## src/rtl/hms_timekeeper_ctrl.sv

```systemverilog
// hms_timekeeper_ctrl: time-of-day counter for the DE2 display path.
// Divides CLOCK_50 to a one-second tick, runs the HH:MM:SS cascade, and
// provides a RUN -> SET_HOUR -> SET_MIN set mode driven by two pushbuttons.
// While a field is being set, its blank flag flashes it.
module hms_timekeeper_ctrl #(
    parameter int TICKS_PER_SEC = 50000000,
    parameter int BLINK_TICKS   = 12500000,
    parameter int PS_W          = 26
) (
    input  logic       CLOCK_50,
    input  logic       Resetn,
    input  logic       key_mode_n,
    input  logic       key_inc_n,
    output logic [4:0] HOURS,
    output logic [5:0] MINUTES,
    output logic [5:0] SECONDS,
    output logic       sec_tick,
    output logic [1:0] mode,
    output logic       blank_hours,
    output logic       blank_minutes
);

    typedef enum logic [1:0] {
        ST_RUN      = 2'd0,
        ST_SET_HOUR = 2'd1,
        ST_SET_MIN  = 2'd2
    } state_t;

    localparam logic [PS_W-1:0] PS_ZERO    = {PS_W{1'b0}};
    localparam logic [PS_W-1:0] PS_ONE     = PS_W'(1);
    localparam logic [PS_W-1:0] PS_LAST    = PS_W'(TICKS_PER_SEC - 1);
    localparam logic [PS_W-1:0] BLINK_LAST = PS_W'(BLINK_TICKS - 1);

    // Button synchronizers and history flops (reset to "released").
    logic mode_meta_r, mode_sync_r, mode_hist_r;
    logic inc_meta_r, inc_sync_r, inc_hist_r;
    logic mode_evt_s, inc_evt_s;

    state_t          state_r, state_nx_s;
    logic [PS_W-1:0] ps_r, ps_nx_s;
    logic [PS_W-1:0] blink_cnt_r, blink_cnt_nx_s;
    logic            blink_r, blink_nx_s;
    logic [4:0]      hours_r, hours_nx_s;
    logic [5:0]      min_r, min_nx_s;
    logic [5:0]      sec_r, sec_nx_s;
    logic            sec_tick_r, sec_tick_nx_s;
    logic            blank_h_r, blank_m_r;
    logic            tick_s, blink_wrap_s;

    // Two-flop synchronizers plus a history flop per key.
    always_ff @(posedge CLOCK_50 or negedge Resetn) begin
        if (!Resetn) begin
            mode_meta_r <= 1'b1;
            mode_sync_r <= 1'b1;
            mode_hist_r <= 1'b1;
            inc_meta_r  <= 1'b1;
            inc_sync_r  <= 1'b1;
            inc_hist_r  <= 1'b1;
        end else begin
            mode_meta_r <= key_mode_n;
            mode_sync_r <= mode_meta_r;
            mode_hist_r <= mode_sync_r;
            inc_meta_r  <= key_inc_n;
            inc_sync_r  <= inc_meta_r;
            inc_hist_r  <= inc_sync_r;
        end
    end

    // A press is the high-to-low step between history and synced copies.
    assign mode_evt_s   = mode_hist_r & ~mode_sync_r;
    assign inc_evt_s    = inc_hist_r & ~inc_sync_r;
    assign tick_s       = (ps_r == PS_LAST);
    assign blink_wrap_s = (blink_cnt_r == BLINK_LAST);

    // Next-state logic: mode FSM, time cascade, prescaler and blink phase.
    always_comb begin
        state_nx_s     = state_r;
        hours_nx_s     = hours_r;
        min_nx_s       = min_r;
        sec_nx_s       = sec_r;
        sec_tick_nx_s  = 1'b0;
        ps_nx_s        = tick_s ? PS_ZERO : (ps_r + PS_ONE);
        blink_cnt_nx_s = blink_wrap_s ? PS_ZERO : (blink_cnt_r + PS_ONE);
        blink_nx_s     = blink_r ^ blink_wrap_s;
        case (state_r)
            ST_RUN: begin
                if (tick_s) begin
                    sec_tick_nx_s = 1'b1;
                    if (sec_r == 6'd59) begin
                        sec_nx_s = 6'd0;
                        if (min_r == 6'd59) begin
                            min_nx_s   = 6'd0;
                            hours_nx_s = (hours_r == 5'd23) ? 5'd0 : (hours_r + 5'd1);
                        end else begin
                            min_nx_s = min_r + 6'd1;
                        end
                    end else begin
                        sec_nx_s = sec_r + 6'd1;
                    end
                end else begin
                    sec_tick_nx_s = 1'b0;
                end
                // Blink phase is parked at "visible" so set-mode entry starts clean.
                blink_cnt_nx_s = PS_ZERO;
                blink_nx_s     = 1'b0;
                if (mode_evt_s) begin
                    state_nx_s = ST_SET_HOUR;
                end else begin
                    state_nx_s = ST_RUN;
                end
            end
            ST_SET_HOUR: begin
                if (mode_evt_s) begin
                    state_nx_s     = ST_SET_MIN;
                    blink_cnt_nx_s = PS_ZERO;
                    blink_nx_s     = 1'b0;
                end else if (inc_evt_s) begin
                    hours_nx_s     = (hours_r == 5'd23) ? 5'd0 : (hours_r + 5'd1);
                    blink_cnt_nx_s = PS_ZERO;
                    blink_nx_s     = 1'b0;
                end else begin
                    state_nx_s = ST_SET_HOUR;
                end
            end
            ST_SET_MIN: begin
                if (mode_evt_s) begin
                    // Restart the second from zero so the first tick is a full period away.
                    state_nx_s     = ST_RUN;
                    sec_nx_s       = 6'd0;
                    ps_nx_s        = PS_ZERO;
                    blink_cnt_nx_s = PS_ZERO;
                    blink_nx_s     = 1'b0;
                end else if (inc_evt_s) begin
                    min_nx_s       = (min_r == 6'd59) ? 6'd0 : (min_r + 6'd1);
                    blink_cnt_nx_s = PS_ZERO;
                    blink_nx_s     = 1'b0;
                end else begin
                    state_nx_s = ST_SET_MIN;
                end
            end
            default: begin
                state_nx_s     = ST_RUN;
                blink_cnt_nx_s = PS_ZERO;
                blink_nx_s     = 1'b0;
            end
        endcase
    end

    // State, counters and registered display outputs.
    always_ff @(posedge CLOCK_50 or negedge Resetn) begin
        if (!Resetn) begin
            state_r     <= ST_RUN;
            ps_r        <= PS_ZERO;
            blink_cnt_r <= PS_ZERO;
            blink_r     <= 1'b0;
            hours_r     <= 5'd0;
            min_r       <= 6'd0;
            sec_r       <= 6'd0;
            sec_tick_r  <= 1'b0;
            blank_h_r   <= 1'b0;
            blank_m_r   <= 1'b0;
        end else begin
            state_r     <= state_nx_s;
            ps_r        <= ps_nx_s;
            blink_cnt_r <= blink_cnt_nx_s;
            blink_r     <= blink_nx_s;
            hours_r     <= hours_nx_s;
            min_r       <= min_nx_s;
            sec_r       <= sec_nx_s;
            sec_tick_r  <= sec_tick_nx_s;
            blank_h_r   <= (state_nx_s == ST_SET_HOUR) & blink_nx_s;
            blank_m_r   <= (state_nx_s == ST_SET_MIN) & blink_nx_s;
        end
    end

    assign HOURS         = hours_r;
    assign MINUTES       = min_r;
    assign SECONDS       = sec_r;
    assign sec_tick      = sec_tick_r;
    assign mode          = state_r;
    assign blank_hours   = blank_h_r;
    assign blank_minutes = blank_m_r;

endmodule

```

## config.mk

```make
export PLATFORM = sky130hd
export DESIGN_NAME = hms_timekeeper_ctrl
export DESIGN_NICKNAME = d
export VERILOG_FILES = /design/src/rtl/hms_timekeeper_ctrl.sv
export SDC_FILE = /design/constraint.sdc
export NUM_CORES = 1
export LEC_CHECK = 0
export CORE_UTILIZATION = 64
export CTS_BUF_LIST = sky130_fd_sc_hd__clkbuf_16
export DETAILED_ROUTE_END_ITERATION = 7
export GPL_TIMING_DRIVEN = 0
export HOLD_SLACK_MARGIN = 0.02
export PLACE_DENSITY = 0.95
export SYNTH_ARGS = -nofsm -noshare
export SYNTH_HDL_FRONTEND = slang
export SYNTH_SLANG_ARGS = --single-unit
```

## constraint.sdc

```tcl
create_clock -name CLOCK_50 -period 4.3 [get_ports CLOCK_50]
set_input_delay 0.86 -clock CLOCK_50 [delete_from_list [all_inputs] [get_ports CLOCK_50]]
set_output_delay 0.86 -clock CLOCK_50 [all_outputs]
set_load 0.02 [all_outputs]
```

==> flow_summary.ini, run 1 <==
[critical_path]
cp.arrival_ns = 2.74
endpoint_kind = flop
path_depth = 6
crit_family = simple AND/OR/NAND/NOR gates
cp_num_buf_inv = 0
cp_cell_sequence = ha_1 > nand4_2 > nor4_1 > nand4_1 > xor2_1 > nor2_1
slowest_delay_ns = 1.01
critPathMaxFanout = 6
reg2reg_depth = 6
start_kind = flop
crit_type = flop to flop
critPathRequiredTime_ns = 4.56
worst_path_max_delay_cell = nor4_1

[place]
finalWeightedCongestion = 0.817
place_ws_ns = 1.98
hpwl_mm = 5.78
placement.io_buffers = 25

[die]
ios = 26
fp.dieW_um = 82.0
core_area_mm2 = 0.00606
start_util_pct = 67.7
die_area_mm2 = 0.00673
row_count = 28
die_h_um = 82.0

[sta]
hold_ws_ns = 0.355
period_minus_slack_ns = 2.48
layout_setup_ws_ns = 1.82
post-route-period-util_pct = 57.6
fmax_ghz = 0.404
setup_viol = 0
slew_headroom_pct = 21.7
finalHoldViolCount = 0
tns_ns = 0
grt_setup_unrepaired = false
worstMarginPinSlew_ns = 1.16
fin_skew_ns = 0.00894
drv_slew = 0

[power]
p_total_mw = 2.71
pwr-share-comb_pct = 32.8
intPower_mw = 1.74
switchingPower_mw = 0.967
ir_worst_vdd_v = 0.000535
p_leak_nw = 2.01
power.share.switching_pct = 35.7
clkPwrFrac_pct = 29.0
pwr-share-seq_pct = 38.1
power.density_mw_per_mm2 = 567

[logic_synthesis]
synth-xor-area-share_pct = 9.83
synth_fa_ha_area_share_pct = 2.75
ys.flop_type = dfrtp_1
synthMuxAreaShare_pct = 1.65
ys_ff_latch = 81
yosysWarnings = 0
synth-edff-count = 0
synth.avg_cell_area_um2 = 9.98
yosysMostFrequentCell = dfrtp_1
async_flop_share_pct = 100
synth_area_leaders = dfrtp_1, nor2_1, xnor2_1
synth_compound_area_share_pct = 7.63
synth_top_family_by_area = simple AND/OR/NAND/NOR gates
synth_area_mm2 = 0.00410
yosysUniqueCellTypes = 50
synthTopCellsByCount = dfrtp_1, nor2_1, nand3_1
syn_nets = 424
synth_top_area_share_pct = 45.8
synth_top_cell_by_area = dfrtp_1
synth-simple-area-share_pct = 25.9
ys_seq_area_share_pct = 49.6
synthCells = 411

[finish]
synthToLayoutAreaGrowth_pct = 16.4
fin_nets = 461
diodes = 0
drive_gt1_share_pct = 9.93
utilization_pct = 78.8

[flow_run]
max-cap-violations = 0

[clock_network]
cts_buffer_depth = 2
cts_setup_buffers = 0
hold_buffers = 0
cts_tree = built
cts_max_level = 3
cts_buffers = 9
clk_pin_slew_ns = 0.06
cts_root_buf = clkbuf_16
clk-insertion-delay-late_ns = 0.33
ctsResizeCount = 0
cts.sinks = 81

[drt]
first_iter_violations = 274
vias_per_cell = 6.35
wl_per_cell_um = 17.2
vias = 3351
ant_nets = 0
drc = 0
finalWirelength_mm = 9.08
first_pass_iters = 5

[grt]
grt-ovfl-total = 0
antenna_found_initial = 0
grt_use_total_pct = 28.8
grt_pass1_wl_mm = 14.3
grt_start_max_net_pins = 65
grt_pass1_vias = 3035

[hold_path]
worst_hold_path_type = flop to flop
min_path_cells = 0

[status]
status = finished, final reports clean
## cells by family after synthesis
logic type / after synthesis
AOI/OAI and AO/OA: 47
xor gates and xnor gates: 46
and+or+nand+nor: 196
buffers and inverters: 26
muxes: 6
adders and majority gates: 9
DFF: 81
## final cells by class
class | instances | area [um^2]
plain buffers | 12 | 53.8
clock buffers | 9 | 225
clock inverters | 7 | 78.8
fillers | 350 | 1290
inverters | 14 | 52.6
multi-input cells | 304 | 1960
flip-flops and latches | 81 | 2030
well taps | 75 | 93.8
repair buffers | 26 | 275
## stage by stage
stage / area (um^2) / instances
finish: 4770 / 528
global route: 4770 / 528
CTS: 4770 / 528
detailed placement: 4470 / 512
global placement: 4440 / 511
floorplan: 4100 / 411
## worst reg2reg max path, cell delays in order, from the launching register on
cell,delay [ns]
dfrtp_1,0.39
ha_1,0.24
nand4_2,0.20
nor4_1,1.01
nand4_1,0.26
xor2_1,0.20
nor2_1,0.11
## worst paths after layout
path,from,to,slack (ns)
worst max register to register,blink_cnt_r[0]$_DFF_PN0_,blink_cnt_r[16]$_DFF_PN0_,1.82
worst min-delay path,inc_meta_r$_DFF_PN1_,inc_sync_r$_DFF_PN1_,0.35
worst min register to register,inc_meta_r$_DFF_PN1_,inc_sync_r$_DFF_PN1_,0.35
max in group asynchronous,Resetn,mode_sync_r$_DFF_PN1_,3.26
min in group asynchronous,Resetn,MINUTES[0]$_DFFE_PN0P_,0.40
worst max-delay path,blink_cnt_r[0]$_DFF_PN0_,blink_cnt_r[16]$_DFF_PN0_,1.82
## flip-flops by register name (all words and copies together), names as in the netlist
signal	count
mode_meta_r	1
blank_hours	1
MINUTES	6
inc_hist_r	1
mode	2
mode_sync_r	1
inc_meta_r	1
HOURS	5
blink_r	1
mode_hist_r	1
sec_tick	1
blank_minutes	1
inc_sync_r	1
ps_r	26
SECONDS	6
blink_cnt_r	26
## cell usage in the layout, fill, tap and decap left out, drive strengths merged, types with 2 or more instances in the layout
cell type and n:
nor2b 5, dfstp 6, o41ai 2, ha 9, nand4 14, a31oi 2, nand2b 3, nor4 11
inv 16, o31ai 13, xnor2 24, and3 9, nor2 71, nand2 20, dfrtp 75, bufinv 2
nand4b 2, xor2 22, nor4bb 2, clkbuf 15, o21ai 12, clkinv 3, and4 4, nor3 13
buf 8, or2 2, mux2 6, nand3 29, or3 4, or4 3, clkdlybuf4s50 24, nor3b 2
a21o 2, a21oi 10
## power by group through the flow
stage	Sequential (mW)	Clock, mW	Combinational (mW)
after detailed placement	1.04	0	0.859
after global routing	1.05	0.821	0.970
after global placement	1.02	0	0.814
after CTS	1.03	0.792	0.883
final	1.03	0.786	0.890
after floorplan	1.10	0	0.487
## routing by layer
layer  share of wire, %  vias to the layer above  GRT usage (%)
li1                   -                     1516              -
met1                 42                     1667           34.8
met2                 50                      138           48.3
met3                4.7                       30           6.11
met4                2.6                        0           14.9
met5                  0                        -              0
Note: power is estimated with default switching activity, not from simulation.
==> run 2, diff against run 1 <==
Settings changed: CORE_UTILIZATION 64 to 59, PLACE_DENSITY 0.95 to 0.89.
Clock period 4.3 ns to 2.3 ns, I/O delays scaled along.
==> flow_summary.ini, run 2 (synthesis results as in run 1) <==
[place]
hpwl_mm = 5.68
dpl.cell_count = 517
placement.io_buffers = 25
finalWeightedCongestion = 0.846
place_ws_ns = -0.00993

[sta]
fmax_ghz = 0.455
slew_headroom_pct = 50.1
period_minus_slack_ns = 2.20
grt_setup_unrepaired = false
tns_ns = 0
setup_viol = 0
finalHoldViolCount = 0
post-route-period-util_pct = 95.5
drv_slew = 0
layout_setup_ws_ns = 0.104
worstMarginPinSlew_ns = 0.741
fin_skew_ns = 0.0106

[power]
power.density_mw_per_mm2 = 1020
p_leak_nw = 2.00
ir_worst_vdd_v = 0.000535
p_total_mw = 4.89

[clock_network]
cts_tree = built
cts_root_buf = clkbuf_16
clk_pin_slew_ns = 0.07
clk-insertion-delay-late_ns = 0.34
cts.sinks = 81
hold_buffers = 0
cts_buffer_depth = 2
cts_buffers = 9
cts_max_level = 3

[critical_path]
endpoint_kind = flop
worst_path_max_delay_cell = dfrtp_1
r2r_slack_ns = 0.10
r2r_end = MINUTES[5]$_DFFE_PN0P_
critPathMaxFanout = 6
cp_cell_sequence = nor4bb_1 > and4_1 > buf_2 > a31oi_2 > or2_4 > o41ai_1
cp.arrival_ns = 2.40
start_kind = flop
r2r-start = ps_r[18]$_DFF_PN0_
reg2reg_depth = 6
startpoint = ps_r[18]$_DFF_PN0_
slowest_delay_ns = 0.44
critPathRequiredTime_ns = 2.51
crit_type = flop to flop

[drt]
finalWirelength_mm = 8.51
wl_per_cell_um = 16.0
first_iter_violations = 202
vias_per_cell = 6.02
ant_nets = 0
vias = 3205
first_pass_iters = 4
drc = 0

[grt]
antenna_found_initial = 0
grt_use_total_pct = 25.9
grt-ovfl-total = 0
grt_pass1_vias = 3228
grt_pass1_wl_mm = 14.7
grt_start_max_net_pins = 51

[die]
row_count = 30
start_util_pct = 60.7
core_area_mm2 = 0.00676
fp.dieW_um = 85.4
die_area_mm2 = 0.00729
ios = 26
die_h_um = 85.4

[hold_path]
worst_hold_path_type = input port to asynchronous set/reset pin

[finish]
drive_gt1_share_pct = 12.4
final_common_cell = dfrtp_1
register_area_mm2 = 0.00203
fin_cells = 532
multi_input_area_mm2 = 0.00199
fillers = 473
diodes = 0
fin_nets = 460
mostFrequentLayoutCells = dfrtp_1, nor2_1, nand3_1
top_regs = blink_cnt_r (26), ps_r (26)
synthToLayoutAreaGrowth_pct = 16.7

[status]
status = finished, final reports clean

[flow_run]
max-cap-violations = 0
[run 2: changes by cell type in the layout (fill, tap and decap cells not counted), moves of 2 or more]
cell	previous run	this run
inv_6	0	2
clkinv_1	3	0
clkbuf_1	5	2
bufinv_16	2	0
inv_1	16	14
nor4_2	1	3
clkinvlp_4	0	3
nor4_1	8	6
[run 2: worst max-delay path by stage]
| stage | to | slack [ns] | cells after the start |
|---|---|---|---|
| 4_1_cts | blink_cnt_r[22]$_DFF_PN0_ | 0.04 | 6 |
| 5_1_grt | HOURS[3]$_DFFE_PN0P_ | 0.008 | 7 |
| 2_1_floorplan | HOURS[0]$_DFFE_PN0P_ | 0.24 | 6 |
| 3_5_place_dp | HOURS[0]$_DFFE_PN0P_ | -0.01 | 6 |
| 3_3_place_gp | blink_cnt_r[18]$_DFF_PN0_ | -1.93 | 1 |
| 6_report | MINUTES[5]$_DFFE_PN0P_ | 0.10 | 6 |
[run 2: final cells by class]
cell class,count,share of cell area (%)
flip-flops and latches,81,42.5
multi-input cells,304,41.5
repair buffers,27,5.91
clock buffers,9,4.71
well taps,80,2.09
clock inverters,7,1.12
inverters,14,1.10
plain buffers,10,1.05
[run 2: metrics by stage]
stage | instance area [um^2] | hold WS, ns | util, %
2_1_floorplan | 4100 | 0.164 | -
3_3_place_gp | 4450 | 0.357 | 65.9
3_5_place_dp | 4480 | 0.359 | 66.2
4_1_cts | 4770 | 0.0700 | 70.6
5_1_grt | 4780 | 0.0847 | 70.8
6_report | 4780 | 0.0551 | 70.8
[run 2: per-layer routing]
metal	vias up	GRT usage, %	routed length, um	share of wire (%)
li1	1518	-	-	-
met1	1587	32.5	3680	43
met2	75	43.4	4330	51
met3	25	5.64	302	3.5
met4	0	11.4	204	2.4
met5	-	0	0	0
[run 2: power by group]
group / total (mW) / internal (mW) / switching, mW
Clock: 1.34 / 0.738 / 0.599
Combinational: 1.63 / 0.682 / 0.951
Sequential: 1.92 / 1.65 / 0.273
[run 2: worst max-delay path, delay by kind of cell (launching register included)]
family | cells | cell delay [ns]
simple gates | 3 | 0.88
compound gates | 2 | 0.57
flops | 1 | 0.44
buf+inv | 1 | 0.17
[run 2: repair_timing]
action,CTS,global route
pin swaps,0,2
endpoints found under the setup margin,10,45
buffers inserted,0,1
gates resized for setup,3,6
==> run 3, diff against run 2 <==
Settings changed: CORE_UTILIZATION 59 to 61, CTS_BUF_LIST sky130_fd_sc_hd__clkbuf_16 to sky130_fd_sc_hd__clkbuf_8, GPL_TIMING_DRIVEN 0 to default, PLACE_DENSITY 0.89 to 0.92.
==> flow_summary.ini, run 3 (synthesis results as in run 1) <==
[critical_path]
crit_family = simple AND/OR/NAND/NOR gates
cp.arrival_ns = 2.38
r2r_slack_ns = 0.15
worst_path_max_delay_cell = dfrtp_1
critPathRequiredTime_ns = 2.54
slowest_delay_ns = 0.44
start_kind = flop
cp_cell_sequence = ha_1 > nor2b_2 > and4_1 > nand4_1 > a21boi_1 > mux2_2
crit_type = flop to flop
critPathMaxFanout = 6
endpoint_kind = flop
cp_num_buf_inv = 0

[sta]
fin_skew_ns = 0.0129
period_minus_slack_ns = 2.15
grt_setup_unrepaired = false
worstMarginPinSlew_ns = 0.740
hold_ws_ns = 0.0620
fmax_ghz = 0.466
setup_viol = 0
drv_slew = 0
tns_ns = 0
post-route-period-util_pct = 93.3
finalHoldViolCount = 0
slew_headroom_pct = 50.2

[grt]
grt_pass1_wl_mm = 14.6
grt_pass1_vias = 3152
grt_use_total_pct = 26.0
grt_start_max_net_pins = 43
antenna_found_initial = 0
grt-ovfl-total = 0

[power]
power.density_mw_per_mm2 = 986
ir_worst_vdd_v = 0.000609
p_leak_nw = 1.95

[drt]
vias = 3245
vias_per_cell = 6.18
drc = 6
wl_per_cell_um = 16.0
first_iter_violations = 305
first_pass_iters = 7
ant_nets = 0
finalWirelength_mm = 8.40

[die]
core_area_mm2 = 0.00642
fp.dieW_um = 84.0
ios = 26
die_area_mm2 = 0.00705
start_util_pct = 63.8
row_count = 29
die_h_um = 84.0

[clock_network]
clk_pin_slew_ns = 0.09
cts_root_buf = clkbuf_8
cts_tree = built
cts.sinks = 81
cts_max_level = 3
cts_buffer_depth = 2
clk-insertion-delay-late_ns = 0.36
cts_setup_buffers = 0
hold_buffers = 0
cts_buffers = 9
ctsResizeCount = 0

[finish]
fin_nets = 456
top_regs = blink_cnt_r (26), ps_r (26)
synthToLayoutAreaGrowth_pct = 14.1
fillers = 417
mostFrequentLayoutCells = dfrtp_1, nor2_1, nand3_1
final_common_cell = dfrtp_1
drive_gt1_share_pct = 11.8
diodes = 0

[place]
finalWeightedCongestion = 0.830
hpwl_mm = 5.61
placement.io_buffers = 25

[status]
status = finished with violations
violations = design-rule violations

[hold_path]
worst_hold_path_type = input port to asynchronous set/reset pin

[flow_run]
max-cap-violations = 0
## run 3: cell count changes in the layout (fill, tap and decap cells not counted), moves of 2 or more
cell       change
inv_6          -2
buf_2          -5
clkbuf_8      +10
buf_4          +6
nor4_1         +2
clkbuf_1       -2
nor4_2         -2
clkbuf_2       -2
clkbuf_16      -9
## run 3: path summary, 6_finish.rpt
| check | startpoint | endpoint | cells past startpoint |
|---|---|---|---|
| worst max-delay path | SECONDS[0]$_DFFE_PN0P_ | HOURS[1]$_DFFE_PN0P_ | 6 |
| max in group asynchronous | Resetn | mode_sync_r$_DFF_PN1_ | 2 |
| min in group CLOCK_50 | inc_meta_r$_DFF_PN1_ | inc_sync_r$_DFF_PN1_ | 0 |
| worst min-delay path | Resetn | MINUTES[4]$_DFFE_PN0P_ | 1 |
| worst min register to register | inc_meta_r$_DFF_PN1_ | inc_sync_r$_DFF_PN1_ | 0 |
| worst max register to register | SECONDS[0]$_DFFE_PN0P_ | HOURS[1]$_DFFE_PN0P_ | 6 |
## run 3: per-layer routing
layer	track usage (%)	vias to the layer above	routed length, um
met1	34.9	1600	3760
li1	-	1507	-
met2	41.9	120	4070
met5	0	-	0
met4	10.5	0	158
met3	5.04	18	417
## run 3: cell type report
class	instances	area (um^2)	share of cell area (%)
timing repair buffer	33	320	6.85
multi-input combinational	304	1970	42.1
clock buffer	10	138	2.94
tap	77	96.3	2.06
sequential	81	2030	43.5
inverter	14	52.6	1.12
clock inverter	6	67.6	1.44
## run 3: metrics by stage
stage	utilization, %	total power [mW]	area (um^2)	worst slack (ns)	instances
after floorplan	-	2.96	4100	0.241	411
after global placement	69.5	3.43	4460	0.252	509
after detailed placement	69.5	3.53	4460	0.120	509
after CTS	72.7	4.59	4670	0.0548	525
after global routing	72.8	4.87	4680	0.00821	525
final	72.8	4.61	4680	0.154	525
## run 3: power breakdown
part           total [mW]  switching [mW]  internal (mW)  leakage [nW]
clock                1.07           0.538          0.533        0.0985
sequential           1.93           0.281           1.64          1.07
combinational        1.62           0.954          0.664         0.779
